$ cat config.mk
export PLATFORM = sky130hd
export DESIGN_NAME = dac_soft_gate
export DESIGN_NICKNAME = d
export VERILOG_FILES = /design/src/rtl/dac_soft_gate_pkg.sv /design/src/rtl/dac_soft_gate_channel.sv /design/src/rtl/dac_soft_gate.sv
export SDC_FILE = /design/constraint.sdc
export NUM_CORES = 2
export LEC_CHECK = 0
export BUFFER_PORTS_ARGS = -buffer_cell sky130_fd_sc_hd__buf_2
export CAP_MARGIN = 15
export CORE_MARGIN = 2
export CORE_UTILIZATION = 32
export CTS_CLUSTER_SIZE = 28
export DETAILED_ROUTE_END_ITERATION = 7
export RECOVER_POWER = 100
export SLEW_MARGIN = 30
export SYNTH_ARGS = -nofsm -noshare
export SYNTH_HDL_FRONTEND = slang
export SYNTH_SLANG_ARGS = --single-unit
$ cat constraint.sdc
create_clock -name dac_clk -period 6.11 [get_ports dac_clk]
set_clock_uncertainty 0.2 [all_clocks]
set_input_delay 0.9165 -clock dac_clk [delete_from_list [all_inputs] [get_ports dac_clk]]
set_output_delay 0.9165 -clock dac_clk [all_outputs]
set_load 0.005 [all_outputs]
$ cat src/rtl/dac_soft_gate_pkg.sv
// Shared types and default dimensions for the DAC soft gate.
package dac_soft_gate_pkg;

    localparam int TX_CHANNELS         = 2;
    localparam int TX_PARALLEL_SAMPLES = 2;
    localparam int TX_SAMPLE_WIDTH     = 16;
    localparam int GATE_GAIN_BITS      = 16;

    typedef enum logic [1:0] {
        OFF       = 2'd0,
        RAMP_UP   = 2'd1,
        ON        = 2'd2,
        RAMP_DOWN = 2'd3
    } gate_state_t;

endpackage

$ cat src/rtl/dac_soft_gate_channel.sv
// One DAC channel: envelope state machine, gain register and two-stage
// gain multiplier shared by all parallel samples of the channel.
module dac_soft_gate_channel
    import dac_soft_gate_pkg::*;
#(
    parameter int GAIN_BITS        = GATE_GAIN_BITS,
    parameter int PARALLEL_SAMPLES = TX_PARALLEL_SAMPLES,
    parameter int SAMPLE_WIDTH     = TX_SAMPLE_WIDTH
) (
    input  logic                                     clk,
    input  logic                                     reset_n,
    input  logic [PARALLEL_SAMPLES*SAMPLE_WIDTH-1:0] samples,
    input  logic                                     samples_valid,
    input  logic                                     enable,
    input  logic [GAIN_BITS-1:0]                     ramp_step,
    output logic [PARALLEL_SAMPLES*SAMPLE_WIDTH-1:0] gated,
    output logic                                     gated_valid,
    output logic                                     active,
    output logic                                     settled
);

    localparam int PROD_W = SAMPLE_WIDTH + GAIN_BITS + 2;
    localparam logic [GAIN_BITS:0] UNITY = {1'b1, {GAIN_BITS{1'b0}}};

    gate_state_t                   state, state_next;
    logic        [GAIN_BITS:0]     gain, gain_next;
    logic        [GAIN_BITS-1:0]   step, step_next;
    logic        [GAIN_BITS+1:0]   sum;
    logic                          go_up, go_down;

    logic [PARALLEL_SAMPLES*SAMPLE_WIDTH-1:0] samples_p1;
    logic                                     vld_p1;
    logic [PARALLEL_SAMPLES*SAMPLE_WIDTH-1:0] scaled;
    logic [PARALLEL_SAMPLES*SAMPLE_WIDTH-1:0] gated_p2;
    logic                                     vld_p2;

    // Taking bits above the fraction is an arithmetic shift that floors toward -inf.
    function automatic logic signed [SAMPLE_WIDTH-1:0] scale(
        input logic signed [SAMPLE_WIDTH-1:0] s,
        input logic        [GAIN_BITS:0]      g
    );
        logic signed [PROD_W-1:0] prod;
        prod = PROD_W'(s) * PROD_W'($signed({1'b0, g}));
        return prod[GAIN_BITS +: SAMPLE_WIDTH];
    endfunction

    always_ff @(posedge clk) begin
        if (!reset_n) begin
            state <= OFF;
            gain  <= '0;
            step  <= '0;
        end else begin
            state <= state_next;
            gain  <= gain_next;
            step  <= step_next;
        end
    end

    // The first increment/decrement is applied in the cycle the ramp starts or reverses.
    always_comb begin
        state_next = state;
        gain_next  = gain;
        step_next  = step;
        go_up      = 1'b0;
        go_down    = 1'b0;
        case (state)
            OFF: begin
                if (enable) begin
                    step_next = ramp_step;
                    go_up     = 1'b1;
                end
            end
            RAMP_UP: begin
                if (!enable) begin
                    step_next = ramp_step;
                    go_down   = 1'b1;
                end else begin
                    go_up = 1'b1;
                end
            end
            ON: begin
                if (!enable) begin
                    step_next = ramp_step;
                    go_down   = 1'b1;
                end
            end
            RAMP_DOWN: begin
                if (enable) begin
                    step_next = ramp_step;
                    go_up     = 1'b1;
                end else begin
                    go_down = 1'b1;
                end
            end
            default: begin
                state_next = OFF;
                gain_next  = '0;
            end
        endcase

        sum = {1'b0, gain} + {2'b00, step_next};
        if (go_up) begin
            if (step_next == '0 || sum >= {1'b0, UNITY}) begin
                gain_next  = UNITY;
                state_next = ON;
            end else begin
                gain_next  = sum[GAIN_BITS:0];
                state_next = RAMP_UP;
            end
        end else if (go_down) begin
            if (step_next == '0 || gain <= {1'b0, step_next}) begin
                gain_next  = '0;
                state_next = OFF;
            end else begin
                gain_next  = gain - {1'b0, step_next};
                state_next = RAMP_DOWN;
            end
        end
    end

    always_comb begin
        active  = (state != OFF);
        settled = (state == OFF) || (state == ON);
    end

    // Stage 1: sample captured alongside the gain register updated on the same edge.
    always_ff @(posedge clk) begin
        if (!reset_n) begin
            samples_p1 <= '0;
            vld_p1     <= 1'b0;
        end else begin
            samples_p1 <= samples;
            vld_p1     <= samples_valid;
        end
    end

    always_comb begin
        scaled = '0;
        for (int i = 0; i < PARALLEL_SAMPLES; i++) begin
            scaled[i*SAMPLE_WIDTH +: SAMPLE_WIDTH] =
                scale($signed(samples_p1[i*SAMPLE_WIDTH +: SAMPLE_WIDTH]), gain);
        end
    end

    // Stage 2: registered product.
    always_ff @(posedge clk) begin
        if (!reset_n) begin
            gated_p2 <= '0;
            vld_p2   <= 1'b0;
        end else begin
            gated_p2 <= scaled;
            vld_p2   <= vld_p1;
        end
    end

    assign gated       = gated_p2;
    assign gated_valid = vld_p2;

endmodule

$ cat src/rtl/dac_soft_gate.sv
// Per-channel linear amplitude gate between the transmit chain and the RFDAC.
module dac_soft_gate
    import dac_soft_gate_pkg::*;
#(
    parameter int GAIN_BITS        = GATE_GAIN_BITS,
    parameter int CHANNELS         = TX_CHANNELS,
    parameter int PARALLEL_SAMPLES = TX_PARALLEL_SAMPLES,
    parameter int SAMPLE_WIDTH     = TX_SAMPLE_WIDTH
) (
    input  logic                                                   dac_clk,
    input  logic                                                   dac_reset_n,
    input  logic [CHANNELS-1:0][PARALLEL_SAMPLES*SAMPLE_WIDTH-1:0] data_in,
    input  logic [CHANNELS-1:0]                                    data_in_valid,
    output logic [CHANNELS-1:0][PARALLEL_SAMPLES*SAMPLE_WIDTH-1:0] data_out,
    output logic [CHANNELS-1:0]                                    data_out_valid,
    input  logic [CHANNELS-1:0]                                    enable,
    input  logic [CHANNELS*GAIN_BITS-1:0]                          ramp_step,
    output logic [CHANNELS-1:0]                                    gate_active,
    output logic [CHANNELS-1:0]                                    gate_settled
);

    for (genvar c = 0; c < CHANNELS; c++) begin : g_ch
        dac_soft_gate_channel #(
            .GAIN_BITS        (GAIN_BITS),
            .PARALLEL_SAMPLES (PARALLEL_SAMPLES),
            .SAMPLE_WIDTH     (SAMPLE_WIDTH)
        ) u_ch (
            .clk           (dac_clk),
            .reset_n       (dac_reset_n),
            .samples       (data_in[c]),
            .samples_valid (data_in_valid[c]),
            .enable        (enable[c]),
            .ramp_step     (ramp_step[c*GAIN_BITS +: GAIN_BITS]),
            .gated         (data_out[c]),
            .gated_valid   (data_out_valid[c]),
            .active        (gate_active[c]),
            .settled       (gate_settled[c])
        );
    end

endmodule

=== Yosys cells after proc, flatten, opt, wreduce, memory -nomap -nowiden ===
Cells that the tools add are included.

* Output and inout bits: 70
* Logic and storage cells: 84
* Register bits after elaboration: 202
* Input port bits: 102

* $mul: 4
* Add/sub/neg operators: 4
* Reduce and logical (&&, ||, !) cells: 22
* Eq/ne operators: 6
* $lt $le $gt $ge: 4
* Multiplexer cells: 30

{| class="wikitable"
|+ Operator list
! kind !! count
|-
| $mux W17 || 8
|-
| $mul A16 B18 Y32 || 4
|-
| $mux W16 || 4
|-
| $pmux W16 S2 || 2
|-
| $add A17 B16 Y18 || 2
|-
| $ge A18 B17 Y1 const B || 2
|-
| $le A17 B16 Y1 || 2
|-
| $sub A17 B16 Y17 || 2
|-
| $logic_not A16 Y1 || 2
|-
| $mux W2 || 8
|-
| $reduce_or A3 Y1 || 4
|-
| $eq A2 B2 Y1 const B || 4
|-
| $mux W1 || 8
|-
| $reduce_bool A2 Y1 || 4
|-
| $reduce_or A2 Y1 || 4
|-
| $logic_or A1 B1 Y1 || 6
|-
| $eq A2 B1 Y1 const B || 2
|-
| $logic_not A2 Y1 || 2
|}

=== Longest topological paths before layout ===
* Depth in word-level cells: 8
* Depth in mapped cells: 26
* Depth with buffers taken out: 23

=== By module ===
From an unflattened synthesis, not the netlist that was laid out.

* Cell total of the unflattened synthesis: 5083
* Area, all modules: 44472.7 sq um

{| class="wikitable"
|+ Modules (own cells, without submodules)
! module !! instances !! area an instance (sq um) !! cells an instance !! sequential area each (sq um)
|-
| dac_soft_gate_channel at g_ch[1].u_ch || 1 || 22365.2 || 2566 || 2021.9
|-
| dac_soft_gate_channel at g_ch[0].u_ch || 1 || 22107.5 || 2517 || 2021.9
|}

=== Worst setup path before layout ===
No wires, ideal clock.

* Kind: reg-to-reg
* From: register g_ch[0].u_ch.samples_p1[23]
* To: register g_ch[0].u_ch.gated_p2[29]
* Data required time: 5.832 ns
* Setup time: 0.078 ns
* Slack: -0.110 ns
* Arrival time: 5.942 ns
* Cell stages (with the launch flop): 25
* Period minus slack after synthesis: 6.220 ns
* Buffers on the path: 2
* Path through: dfxtp_1 > clkbuf_1 > clkbuf_1 > nand2_1 > fa_1 > inv_1 > fa_1 > inv_1 > fa_1 > inv_1 > fa_1 > fa_1 > inv_1 > fa_1 > inv_1 > ha_1 > a21o_1 > a21o_1 > a21oi_1 > o21ai_0 > o22ai_1 > a2111oi_0 > o21ai_0 > nor3b_1 > nor3_1

* Cells in the longest elaborated chain, start to end: 1

{| class="wikitable"
|+ Ends and longest elaborated chain
! item !! line !! RTL
|-
| from (decl) || dac_soft_gate_channel.sv:31 || <nowiki>logic [PARALLEL_SAMPLES*SAMPLE_WIDTH-1:0] samples_p1;</nowiki>
|-
| from (signal assigned) || dac_soft_gate_channel.sv:132 || <nowiki>samples_p1 <= samples;</nowiki>
|-
| $mul A16 B18 Y32 || dac_soft_gate_channel.sv:43 || <nowiki>prod = PROD_W'(s) * PROD_W'($signed({1'b0, g}));</nowiki>
|-
| to (signal assigned) || dac_soft_gate_channel.sv:151 || <nowiki>gated_p2 <= scaled;</nowiki>
|-
| to (decl) || dac_soft_gate_channel.sv:34 || <nowiki>logic [PARALLEL_SAMPLES*SAMPLE_WIDTH-1:0] gated_p2;</nowiki>
|}

Every way passes these cells.
A chain may end at the register's enable or synchronous reset.

=== Final worst setup path ===
* From: register g_ch[1].u_ch.gain[12]
* To: register g_ch[1].u_ch.gated_p2[12]

* Cells in the longest elaborated chain, start to end: 1

{| class="wikitable"
|+ Ends and longest elaborated chain
! item !! line !! RTL
|-
| from (decl) || dac_soft_gate_channel.sv:26 || <nowiki>logic [GAIN_BITS:0] gain, gain_next;</nowiki>
|-
| from (signal assigned) || dac_soft_gate_channel.sv:54 || <nowiki>gain <= gain_next;</nowiki>
|-
| $mul A16 B18 Y32 || dac_soft_gate_channel.sv:43 ||
|-
| to (signal assigned) || dac_soft_gate_channel.sv:151 ||
|-
| to (decl) || dac_soft_gate_channel.sv:34 ||
|}

Every way passes these cells.

==> results.yml <==
setup_path:
  startpoint: "g_ch[1].u_ch.gain[12]"
  worstPathArrival_ps: 6540
  end_kind: "register"
  endpoint: "g_ch[1].u_ch.gated[12]"
  r2r_slack_ps: -90
  start_kind: "register"
  r2r_cells: 24
  r2r-end: "g_ch[1].u_ch.gated[12]"
  crit_required_ps: 6450
  path_cells: "buf_6 -> and2_4 -> fa_1 -> inv_2 -> fa_1 -> fa_1 -> inv_2 -> fa_1 -> fa_1 -> inv_1 -> fa_1 -> inv_2 -> ha_4 -> nand4_1 -> buf_4 -> nor3_2 -> a22oi_2 -> a21oi_2 -> o31ai_4 -> a21oi_2 -> buf_6 -> o21a_1 -> o21a_1 -> nor3_2"
  path_buf_inv: 7
  crit_cells: 24
  slowest_delay_ps: 560
  slowest_stage: "fa_1"
  critPathMaxFanout: 4
  critical_path.top_delay_family: "adder cells"
  crit_type: "register to register"
  rr_startpoint: "g_ch[1].u_ch.gain[12]"
  crit_top_cell: "fa_1"
synthesis:
  synth_top_area_share_pct: 37.6
  synth_top_cell_by_area: "fa_1"
  async_flop_share_pct: 0
  ys.flop_type: "dfxtp_1"
  synthTopCellsByArea: "fa_1 (38%), ha_1 (14%), inv_1 (9.3%), dfxtp_1 (9.1%), and2_1 (8.3%)"
  ys_seq_area_share_pct: 9.13
  syn_area_um2: 44300
  synth_nets: 6477
  synth_cells: 5033
  synth_edf_count: 0
  yosys_warnings: 0
  avgSynthCellArea_um2: 8.80
  ys_ff_latch: 202
  synthDistinctLibCells: 77
placed_design:
  dpl.hpwl_um: 105000
  dp_worst_setup_slack_ps: -486
  gp_congestion: 0.899
  portBuffers: 171
  dpl_cell_area_um2: 50100
route:
  drc: 0
  viasPerCell: 4.77
  ant_nets: 0
  routedWlPerCell_um: 17.7
  routed_wirelength_um: 130000
  vias: 35000
  drtIter0Drc: 1914
  first_pass_iters: 5
sta:
  hold_viol_final: 0
  fin_crit_ps: 6200
  relSlewSlack_pct: -13.9
  slew_viol_final: 18
  max_freq_ghz: 0.161
  period_share_pct: 102
  rsz0062_at_grt: "true"
  setup_viol: 9
  fin_ws_ps: -92.0
  fin_setup_tns_ps: -365
  worst_pin_slew_ps: 1660
die:
  floorplan.die.width_um: 376
  die_y_um: 376
  initial_utilization_pct: 32.2
  dieArea_um2: 141000
  io_pins: 172
  coreArea_um2: 137000
  rows: 136
cells_and_area:
  nFillCells: 13700
  fin_nets: 6953
  syn2layout_area_growth_pct: 20.9
  diodes: 0
  final_cell_mix: "inv_1 (1,072), fa_1 (792), nand2_1 (578), and2_1 (524), ha_1 (478)"
  layout_commonest_cell: "inv_1"
  design_area_um2: 53600
  drive_above_1_share_pct: 18.1
global_route:
  grt_pass1_vias: 37000
  grt_pass1_wl_um: 204000
  grt_usage_pct: 18.3
  antenna_found_initial: 10
  grt_start_max_net_pins: 112
  grt-ovfl-total: 0
run:
  maxCapViolations: 1
outcome:
  violations: "max-capacitance violations, max-slew violations, negative setup slack"
  status: "finished, violations left"
cts:
  numCtsBuffers: 35
  path_clk_slew_ps: 60
  clock-root-buffer: "clkbuf_16"
  ctsLongestPathBuffers: 3
  h-tree-depth: 2
  cts_tree: "done"
  clock_latency_ps: 620
  cts_hold_buf: 0
  cts.sinks: 202
power_and_ir_drop:
  power_density_nw_per_um2: 468
  p_leak_nw: 27.2
  ir_drop_uv: 321
worst_hold_path:
  hold_class: "register to register"
  min-delay-start: "g_ch[0].u_ch.vld_p1"
==> repair_timing <==
item	4_1_cts	5_1_grt
pin swaps	77	147
endpoints found under the setup margin	39	48
buffers inserted	31	52
gates cloned	3	6
gates resized for setup	176	238
==> worst min path at each step <==
stage / endpoint / cells past startpoint
5_1_grt: g_ch[1].u_ch.gated_valid / 1
3_3_place_gp: g_ch[0].u_ch.gated_valid / 1
4_1_cts: g_ch[0].u_ch.gated_valid / 1
6_report: g_ch[0].u_ch.gated_valid / 1
2_1_floorplan: g_ch[0].u_ch.gated_valid / 1
3_5_place_dp: g_ch[0].u_ch.gated_valid / 1
==> power breakdown <==
group | switching (mW) | total [mW] | internal (mW)
Combinational | 11.6 | 20.9 | 9.36
Clock | 0.857 | 2.15 | 1.29
Sequential | 0.284 | 2.01 | 1.73
==> layer usage <==
layer  track usage [%]  wire [um]
met1              24.3      56300
met2              31.4      62700
met3              2.78       7450
met4              4.38       3590
met5                 0         27
==> logic make-up (layout without fill, tap and decap cells) <==
| kind of cell | after synthesis | after routing | synth area share (%) |
|---|---|---|---|
| simple gates | 1596 | 1596 | 18.1 |
| buf+inv | 1345 | 1847 | 11.5 |
| fa+ha+maj | 1342 | 1342 | 52.0 |
| compound gates | 414 | 414 | 6.32 |
| flops | 202 | 202 | 9.13 |
| xor+xnor | 88 | 88 | 1.78 |
| mux | 46 | 46 | 1.09 |
==> worst register-to-register path, cell delays in order, from the launching register on <==
cell and delay (ps):
dfxtp_4 340, buf_6 120, and2_4 130, fa_1 550, inv_2 50, fa_1 470, fa_1 560, inv_2 50
fa_1 500, fa_1 500, inv_1 50, fa_1 510, inv_2 50, ha_4 240, nand4_1 150, buf_4 140
nor3_2 40, a22oi_2 270, a21oi_2 130, o31ai_4 290, a21oi_2 110, buf_6 150, o21a_1 200, o21a_1 180
nor3_2 150
==> synth_stat cells (all sizes together) (15+ instances only) <==
| master | instances |
|---|---|
| a21oi | 113 |
| inv | 1105 |
| nor3 | 41 |
| fa | 832 |
| and2 | 588 |
| a211oi | 19 |
| buf | 27 |
| nand3 | 36 |
| clkbuf | 211 |
| o21ai | 60 |
| a21o | 49 |
| o211ai | 15 |
| nand4 | 24 |
| or2 | 16 |
| o21a | 22 |
| mux2i | 41 |
| dfxtp | 202 |
| nor4 | 20 |
| nand2b | 50 |
| xnor2 | 60 |
| and3 | 16 |
| nand2 | 585 |
| ha | 510 |
| o21bai | 20 |
| nor2 | 176 |
| xor2 | 28 |
==> through the flow <==
step                utilization, %  instances  total power, mW  hold WS [ps]
finish                        39.0       7329             25.1           233
global route                  39.0       7329             27.9           268
CTS                           38.0       7278             23.9           242
detailed placement            36.4       7185             20.8           226
global placement              36.4       7185             20.6           214
floorplan                        -       5033             14.1           212
==> state kept, by name, indices dropped and copies added, names as in the netlist <==
register / flops
g_ch.u_ch.vld_p1: 2
g_ch.u_ch.gain: 34
g_ch.u_ch.state: 4
g_ch.u_ch.gated_valid: 2
g_ch.u_ch.samples_p1: 64
g_ch.u_ch.step: 32
g_ch.u_ch.gated: 64
==> cell type report <==
| class | instances | area (um2) | share of cell area (%) |
|---|---|---|---|
| flip-flops and latches | 202 | 4190 | 7.82 |
| clock buffers | 42 | 953 | 1.78 |
| repair buffers | 677 | 5560 | 10.4 |
| well taps | 1794 | 2240 | 4.19 |
| inverters | 1107 | 4160 | 7.76 |
| multi-input cells | 3486 | 36200 | 67.6 |
| clock inverters | 21 | 248 | 0.462 |
No activity file was read; power rests on OpenSTA's default activity.
